**config.mk**
```make
export PLATFORM = sky130hd
export DESIGN_NAME = pc_stack_unit_flat
export DESIGN_NICKNAME = d
export VERILOG_FILES = /design/src/rtl/pc_stack_unit_if.sv /design/src/rtl/pc_stack_unit.sv /design/src/flat_wrapper.sv
export SDC_FILE = /design/constraint.sdc
export NUM_CORES = 1
export LEC_CHECK = 0
export BUFFER_PORTS_ARGS = -buffer_cell sky130_fd_sc_hd__buf_2
export CAP_MARGIN = 40
export CORE_UTILIZATION = 59
export DETAILED_ROUTE_END_ITERATION = 16
export GPL_TIMING_DRIVEN = 1
export PLACE_DENSITY = 0.83
export SKIP_LAST_GASP = 1
export SYNTH_ARGS = -nofsm -noshare
export SYNTH_HDL_FRONTEND = slang
export SYNTH_SLANG_ARGS = --single-unit
```
**constraint.sdc**
```tcl
create_clock -name clk -period 2.9 [get_ports clk]
set_input_delay 0.29 -clock clk [delete_from_list [all_inputs] [get_ports clk]]
set_output_delay 0.29 -clock clk [all_outputs]
set_load 0.05 [all_outputs]
```
**src/rtl/pc_stack_unit_if.sv**
```systemverilog
// Control-flow bus between the control unit and pc_stack_unit.
// Latency: none; the interface only carries wires.
// Backpressure: none; the control unit stalls the unit through en.
//
// Ports/signals:
//   control -> unit : en, jump, j_mode[1:0], call, ret (return strobe), target, clr_err
//   unit -> control : pc, stack_lvl, stack_full, stack_empty, stk_ovf, stk_unf, taken
// The return strobe is named ret because return is a reserved word.
interface pc_stack_unit_if #(
    parameter int unsigned ADDR_W      = 10,
    parameter int unsigned STACK_DEPTH = 8
);
    logic                           en;
    logic                           jump;
    logic [1:0]                     j_mode;
    logic                           call;
    logic                           ret;
    logic [ADDR_W-1:0]              target;
    logic                           clr_err;
    logic [ADDR_W-1:0]              pc;
    logic [$clog2(STACK_DEPTH):0]   stack_lvl;
    logic                           stack_full;
    logic                           stack_empty;
    logic                           stk_ovf;
    logic                           stk_unf;
    logic                           taken;

    // Control unit side
    modport master (
        output en, jump, j_mode, call, ret, target, clr_err,
        input  pc, stack_lvl, stack_full, stack_empty, stk_ovf, stk_unf, taken
    );

    // Program-counter / stack unit side
    modport slave (
        input  en, jump, j_mode, call, ret, target, clr_err,
        output pc, stack_lvl, stack_full, stack_empty, stk_ovf, stk_unf, taken
    );
endinterface

```
**src/rtl/pc_stack_unit.sv**
```systemverilog
// Program counter plus hardware return-address stack for the FRANK5000 fetch path.
// Latency: one cycle from strobe to new pc / stack level / flags; status outputs are registered or derived from lvl.
// Backpressure: none; en=0 freezes every register (pc, stack, flags, taken).
//
// Ports: clk, rst_n (async active-low), bus (pc_stack_unit_if.slave: en, jump, j_mode,
//        call, ret, target, clr_err in; pc, stack_lvl, stack_full, stack_empty,
//        stk_ovf, stk_unf, taken out).
// Optional feature macro: PC_STACK_TRAP_EN -- a call overflow or return underflow
//        redirects the next pc to TRAP_PC and forces taken.
module pc_stack_unit #(
    parameter int unsigned ADDR_W      = 10,
    parameter int unsigned STACK_DEPTH = 8,
    parameter int unsigned RESET_PC    = 0,
    parameter int unsigned TRAP_PC     = 1023
) (
    input logic            clk,
    input logic            rst_n,
    pc_stack_unit_if.slave bus
);
    localparam int unsigned PTR_W = $clog2(STACK_DEPTH);
    localparam int unsigned LVL_W = PTR_W + 1;
    localparam logic [ADDR_W-1:0] RST_ADDR  = ADDR_W'(RESET_PC);
    localparam logic [ADDR_W-1:0] TRAP_ADDR = ADDR_W'(TRAP_PC);
    localparam logic [LVL_W-1:0]  LVL_MAX   = LVL_W'(STACK_DEPTH);

    logic [ADDR_W-1:0] pc_q, pc_d, pc_inc, stk_top;
    logic [LVL_W-1:0]  lvl_q, lvl_d, lvl_dec;
    logic              ovf_q, ovf_d, unf_q, unf_d, taken_q, taken_d;
    logic              full, empty, push_req, pop_req, ovf_ev, unf_ev, push_en;
    logic [ADDR_W-1:0] mem [STACK_DEPTH];

    assign pc_inc  = pc_q + ADDR_W'(1);   // wraps naturally at 2^ADDR_W
    assign lvl_dec = lvl_q - LVL_W'(1);
    assign full    = (lvl_q == LVL_MAX);
    assign empty   = (lvl_q == '0);

    // Top of stack is read straight out of the register file; an empty stack
    // reads as the reset vector so a stray return lands somewhere sane.
    assign stk_top = empty ? RST_ADDR : mem[lvl_dec[PTR_W-1:0]];

    // call and ret together is illegal and touches neither stack nor flags.
    assign push_req = bus.call & ~bus.ret;
    assign pop_req  = bus.ret  & ~bus.call;
    assign ovf_ev   = push_req & full;
    assign unf_ev   = pop_req  & empty;

    always_comb begin
        pc_d    = pc_q;
        lvl_d   = lvl_q;
        ovf_d   = ovf_q;
        unf_d   = unf_q;
        taken_d = taken_q;
        push_en = 1'b0;
        if (bus.en) begin
            unique case (bus.j_mode)
                2'b00:   pc_d = pc_q;
                2'b01:   pc_d = pc_inc;
                2'b10:   pc_d = bus.target;
                default: pc_d = stk_top;
            endcase

            // jump only qualifies the taken pulse; j_mode alone steers pc.
            taken_d = bus.jump & bus.j_mode[1];

            if (push_req && !full) begin
                push_en = 1'b1;
                lvl_d   = lvl_q + LVL_W'(1);
            end else if (pop_req && !empty) begin
                lvl_d   = lvl_dec;
            end

            // A fresh error in the same cycle as clr_err keeps the flag set.
            ovf_d = ovf_ev | (ovf_q & ~bus.clr_err);
            unf_d = unf_ev | (unf_q & ~bus.clr_err);

`ifdef PC_STACK_TRAP_EN
            if (ovf_ev || unf_ev) begin
                pc_d    = TRAP_ADDR;
                taken_d = 1'b1;
            end
`endif
        end
    end

    always_ff @(posedge clk or negedge rst_n) begin
        if (!rst_n) begin
            pc_q    <= RST_ADDR;
            lvl_q   <= '0;
            ovf_q   <= 1'b0;
            unf_q   <= 1'b0;
            taken_q <= 1'b0;
        end else begin
            pc_q    <= pc_d;
            lvl_q   <= lvl_d;
            ovf_q   <= ovf_d;
            unf_q   <= unf_d;
            taken_q <= taken_d;
        end
    end

    // Stack storage needs no reset: entries above lvl are never read.
    // The pushed value is pc+1 of the current pc, even when the same edge
    // moves pc to the call target.
    always_ff @(posedge clk) begin
        if (push_en) begin
            mem[lvl_q[PTR_W-1:0]] <= pc_inc;
        end
    end

    assign bus.pc          = pc_q;
    assign bus.stack_lvl   = lvl_q;
    assign bus.stack_full  = full;
    assign bus.stack_empty = empty;
    assign bus.stk_ovf     = ovf_q;
    assign bus.stk_unf     = unf_q;
    assign bus.taken       = taken_q;

    // Keep the trap vector referenced when the trap feature is compiled out.
    logic unused_trap;
    assign unused_trap = ^TRAP_ADDR;
endmodule

```
**src/flat_wrapper.sv**
```systemverilog
// flat-port wrapper written by rule: the top's interface ports become plain ports
module pc_stack_unit_flat 
#(
    parameter int unsigned ADDR_W      = 10,
    parameter int unsigned STACK_DEPTH = 8,
    parameter int unsigned RESET_PC    = 0,
    parameter int unsigned TRAP_PC     = 1023
)
  (clk, rst_n, bus_en, bus_jump, bus_j_mode, bus_call, bus_ret, bus_target, bus_clr_err, bus_pc, bus_stack_lvl, bus_stack_full, bus_stack_empty, bus_stk_ovf, bus_stk_unf, bus_taken);
  pc_stack_unit_if #(.ADDR_W(ADDR_W), .STACK_DEPTH(STACK_DEPTH)) bus_i ();
  input logic clk;
  input logic rst_n;
  input wire logic [$bits(bus_i.en)-1:0] bus_en;
  input wire logic [$bits(bus_i.jump)-1:0] bus_jump;
  input wire logic [$bits(bus_i.j_mode)-1:0] bus_j_mode;
  input wire logic [$bits(bus_i.call)-1:0] bus_call;
  input wire logic [$bits(bus_i.ret)-1:0] bus_ret;
  input wire logic [$bits(bus_i.target)-1:0] bus_target;
  input wire logic [$bits(bus_i.clr_err)-1:0] bus_clr_err;
  output wire logic [$bits(bus_i.pc)-1:0] bus_pc;
  output wire logic [$bits(bus_i.stack_lvl)-1:0] bus_stack_lvl;
  output wire logic [$bits(bus_i.stack_full)-1:0] bus_stack_full;
  output wire logic [$bits(bus_i.stack_empty)-1:0] bus_stack_empty;
  output wire logic [$bits(bus_i.stk_ovf)-1:0] bus_stk_ovf;
  output wire logic [$bits(bus_i.stk_unf)-1:0] bus_stk_unf;
  output wire logic [$bits(bus_i.taken)-1:0] bus_taken;
  assign bus_i.en = bus_en;
  assign bus_i.jump = bus_jump;
  assign bus_i.j_mode = bus_j_mode;
  assign bus_i.call = bus_call;
  assign bus_i.ret = bus_ret;
  assign bus_i.target = bus_target;
  assign bus_i.clr_err = bus_clr_err;
  assign bus_pc = bus_i.pc;
  assign bus_stack_lvl = bus_i.stack_lvl;
  assign bus_stack_full = bus_i.stack_full;
  assign bus_stack_empty = bus_i.stack_empty;
  assign bus_stk_ovf = bus_i.stk_ovf;
  assign bus_stk_unf = bus_i.stk_unf;
  assign bus_taken = bus_i.taken;
  pc_stack_unit #(.ADDR_W(ADDR_W), .STACK_DEPTH(STACK_DEPTH), .RESET_PC(RESET_PC), .TRAP_PC(TRAP_PC)) u_core (.clk(clk), .rst_n(rst_n), .bus(bus_i));
endmodule
```
==> metrics.md <==
| Metric | Value |
|---|---|
| Root Buffer | `clkbuf_8` |
| Area contributors post-synth | `edfxtp_1 54%, dfrtp_1 9.6%, mux4_2 5.6%, mux4_1 5.3%, mux2i_1 2.3%` |
| Total Wirelength | `~9400 um` |
| Combinational family with the most area after synthesis | `multiplexers` |
| Port-buffer cells | `37` |
| Sequential element share of the synthesized area | `around 64%` |
| Ports | `38` |
| XOR/XNOR Fraction of Synth Area | `under 10%` |
| Fin Clk Skew | `approximately 0.011 ns` |
| Worst EP arrival | `around 2.6 ns` |
| Mux contribution to synthesized area | `a little over an eighth` |
| Status | `complete, no violations` |
| Max_cap viols | `0` |
| Fin Hold WS | `approximately 0.18 ns` |
| Hold Violations, Final | `0` |
| Ys async rst share | `~18%` |
| Vias in the first global route | `about 2700` |
| Initial Util | `around three fifths` |
| Setup crit end kind | `register` |
| Fin Setup TNS | `0 ns` |
| Fillers | `roughly 540` |
| Remaining global-route overflow | `0` |
| Sw frac | `between 30 and 40%` |
| YS warnings | `0` |
| First-pass GRT wire length | `14390 um` |
| Pre-CTS WS | `between 0.5 and 0.6 ns` |
| Critical path class | `register to register` |
| Placed cells | `between 400 and 500` |
| Initial antenna violation count | `0` |
| H-tree depth | `3` |
| Row count | `31` |
| CTS tree | `built` |
| Top-area cell type share of the netlist area | `between 50% and 60%` |
| Prevailing post-synth register cell | `edfxtp_1` |
| Synth cell types | `49` |
| Storage cell area | `between 2000 and 3000 sq um` |
| CTS clk-pin slew, worst paths | `0.10 ns` |
| Power, Total | `just under 5 mW` |
| Via count | `2717` |
| Final setup violating endpoints | `0` |
| RSZ-0062 raised after global routing | `false` |
| Die area | `around 8000 sq um` |
| CP startpoint kind | `register` |
| Final cell count without fillers | `~430` |
| Synth Area in Adders | `1.698%` |
| Syn-to-layout area delta | `11.66%` |
| CTS Sinks | `97` |
| Reg2reg setup slack | `between 0.5 and 0.6 ns` |
| Share of cells above drive strength 1 | `25.67%` |
| Synthesized instance count | `285` |
| RePlAce Congestion | `roughly 0.9` |
| Multi-input combinational cell area | `between 1000 and 1500 sq um` |
| Antenna-violating nets left | `0` |
| Max Clk Rate | `around 430 MHz` |
| Hold Crit Class | `input pin to register` |
| Largest net degree at the start of global routing | `25` |
| Worst-path fanout max | `11` |
| Post-CTS setup buffers | `0` |
| Avg WL per Cell | `~22 um` |
| Max VDD drop | `0.5745 mV` |
| Crit path time final | `2.336 ns` |
| Yosys top cell by area | `edfxtp_1` |
| Power Dens Cells | `between 1000 and 1500 nW/um^2` |
| Fin nets | `~360` |
| Most frequent cell after synthesis | `edfxtp_1` |
| Top cells by instance count after synthesis | `80 x edfxtp_1, 17 x dfrtp_1, 15 x nand2_1` |
| CTS max path bufs | `2` |
| Sequential power share | `between 40% and 50%` |
| Pleak | `1.834 nW` |
| Drt drc | `0` |
| # diodes | `0` |
| EDFF count, synth | `80` |
| Syn Std Cell Area | `approximately 4400 sq um` |
| Detailed-router iteration count before antenna repair | `4` |
| Syn Nets | `310` |
| Via density | `~6.3` |
| Switching pwr | `1.973 mW` |
| GRT Util Overall | `between 20% and 30%` |
| Tightest Pin Transition | `~0.75 ns` |
| Max_slew headroom | `around half` |
| Core ar. | `around 7300 sq um` |
| Dpl hpwl | `6206 um` |
| Clk_lat worst skew | `around 0.36 ns` |
| Logic pwr share | `between 40% and 50%` |
| Clock Power Share | `~17%` |
| CP required | `3.14 ns` |
| Initial DRC Count | `around 250` |
| Fin crit share | `80.56%` |
| Synth Area in Compound Gates | `approximately 6.9%` |
| Die span in x | `88.57 um` |
| Fin worst setup slack | `about 0.56 ns` |
| Synth Area per Inst | `around 16 sq um` |
| Die Ht | `around 89 um` |
| #FFs+latches synth | `97` |
| Internal Dissipation | `approximately 3.0 mW` |
| Slew Viols, Final | `0` |
| CTS Buf Count | `9` |
| Simple-gate area share of the yosys netlist | `between 7 and 8%` |
## state kept, by name, summed over array words and instances, names as in the netlist
| name | flops |
|---|---|
| u_core.bus.pc | 10 |
| u_core.bus.stack_lvl | 4 |
| u_core.bus.stk_ovf | 1 |
| u_core.bus.stk_unf | 1 |
| u_core.bus.taken | 1 |
| u_core.mem | 80 |
## worst max-delay path, cell delays in order (launching register included)
cell	delay, ns
dfrtp_1	0.55
inv_1	0.11
ha_1	0.32
xor2_2	0.19
buf_4	0.26
mux4_2	0.53
mux2i_1	0.15
o211ai_1	0.10
## layout by cell type (no fill, tap or decap), types with 3 or more instances in the layout
cell type	n
a21oi_1	5
a22oi_1	4
a32o_1	3
buf_2	37
buf_4	15
clkbuf_8	9
dfrtp_1	17
edfxtp_1	80
ha_1	6
inv_1	9
mux2i_1	10
mux4_1	9
mux4_2	11
nand2_1	15
nand2b_1	6
nand3_1	8
nand4_1	3
nor2_1	13
nor2b_1	4
nor3_1	9
o211ai_1	3
o21ai_0	11
xnor2_1	7
xor2_1	4
## power groups by stage
stage | clock (mW) | sequential, mW | combinational, mW
4_1_cts | 0.845 | 2.03 | 2.10
5_1_grt | 0.895 | 2.06 | 2.24
3_5_place_dp | 0 | 2.06 | 2.08
2_1_floorplan | 0 | 2.29 | 1.41
6_report | 0.832 | 2.03 | 2.09
3_3_place_gp | 0 | 2.05 | 2.03
## path summary, 6_finish.rpt
path,from,to,depth (start not counted)
worst min register to register,u_core.bus.stk_ovf,u_core.bus.stk_ovf,1
worst max-delay path,u_core.bus.stack_lvl[1],u_core.bus.pc[5],7
min in group asynchronous,rst_n,u_core.bus.stack_lvl[0],2
max in group asynchronous,rst_n,u_core.bus.pc[9],2
worst min-delay path,bus_jump,u_core.bus.taken,3
worst max register to register,u_core.bus.stack_lvl[1],u_core.bus.pc[5],7
## metrics by stage
step           instance area (sq um)  utilization [%]
6_report                        4937            68.07
3_5_place_dp                    4741            65.36
2_1_floorplan                   4438                -
5_1_grt                         4937            68.07
3_3_place_gp                    4741            65.36
4_1_cts                         4937            68.07
## routing by layer
layer / up-vias / part of all wire, % / track usage (%)
li1: 1210 / - / -
met1: 1358 / 42 / 36.81
met2: 127 / 47 / 40.98
met3: 22 / 8.3 / 4.384
met4: 0 / 3.0 / 12.76
met5: - / 0 / 0
## area by class of cell
class / instances / area share [%]
Clock buffer: 9 / 2.509
Clock inverter: 7 / 1.267
Inverter: 9 / 0.6842
Multi-Input combinational cell: 160 / 29.52
Sequential cell: 97 / 57.27
Tap cell: 99 / 2.509
Timing Repair Buffer: 53 / 6.234
## repair_timing
item | in CTS | in global routing
endpoints found under the hold margin | 17 | 0
hold buffers | 1 | 0
gates resized for setup | 0 | 0
## cell families after synthesis
family | Yosys count
DFF | 97
and+or+nand+nor | 67
AOI/OAI and AO/OA | 43
muxes | 32
buffers and inverters | 28
xor gates and xnor gates | 12
adders and majority gates | 6
Note: power is estimated with default switching activity, not from simulation.
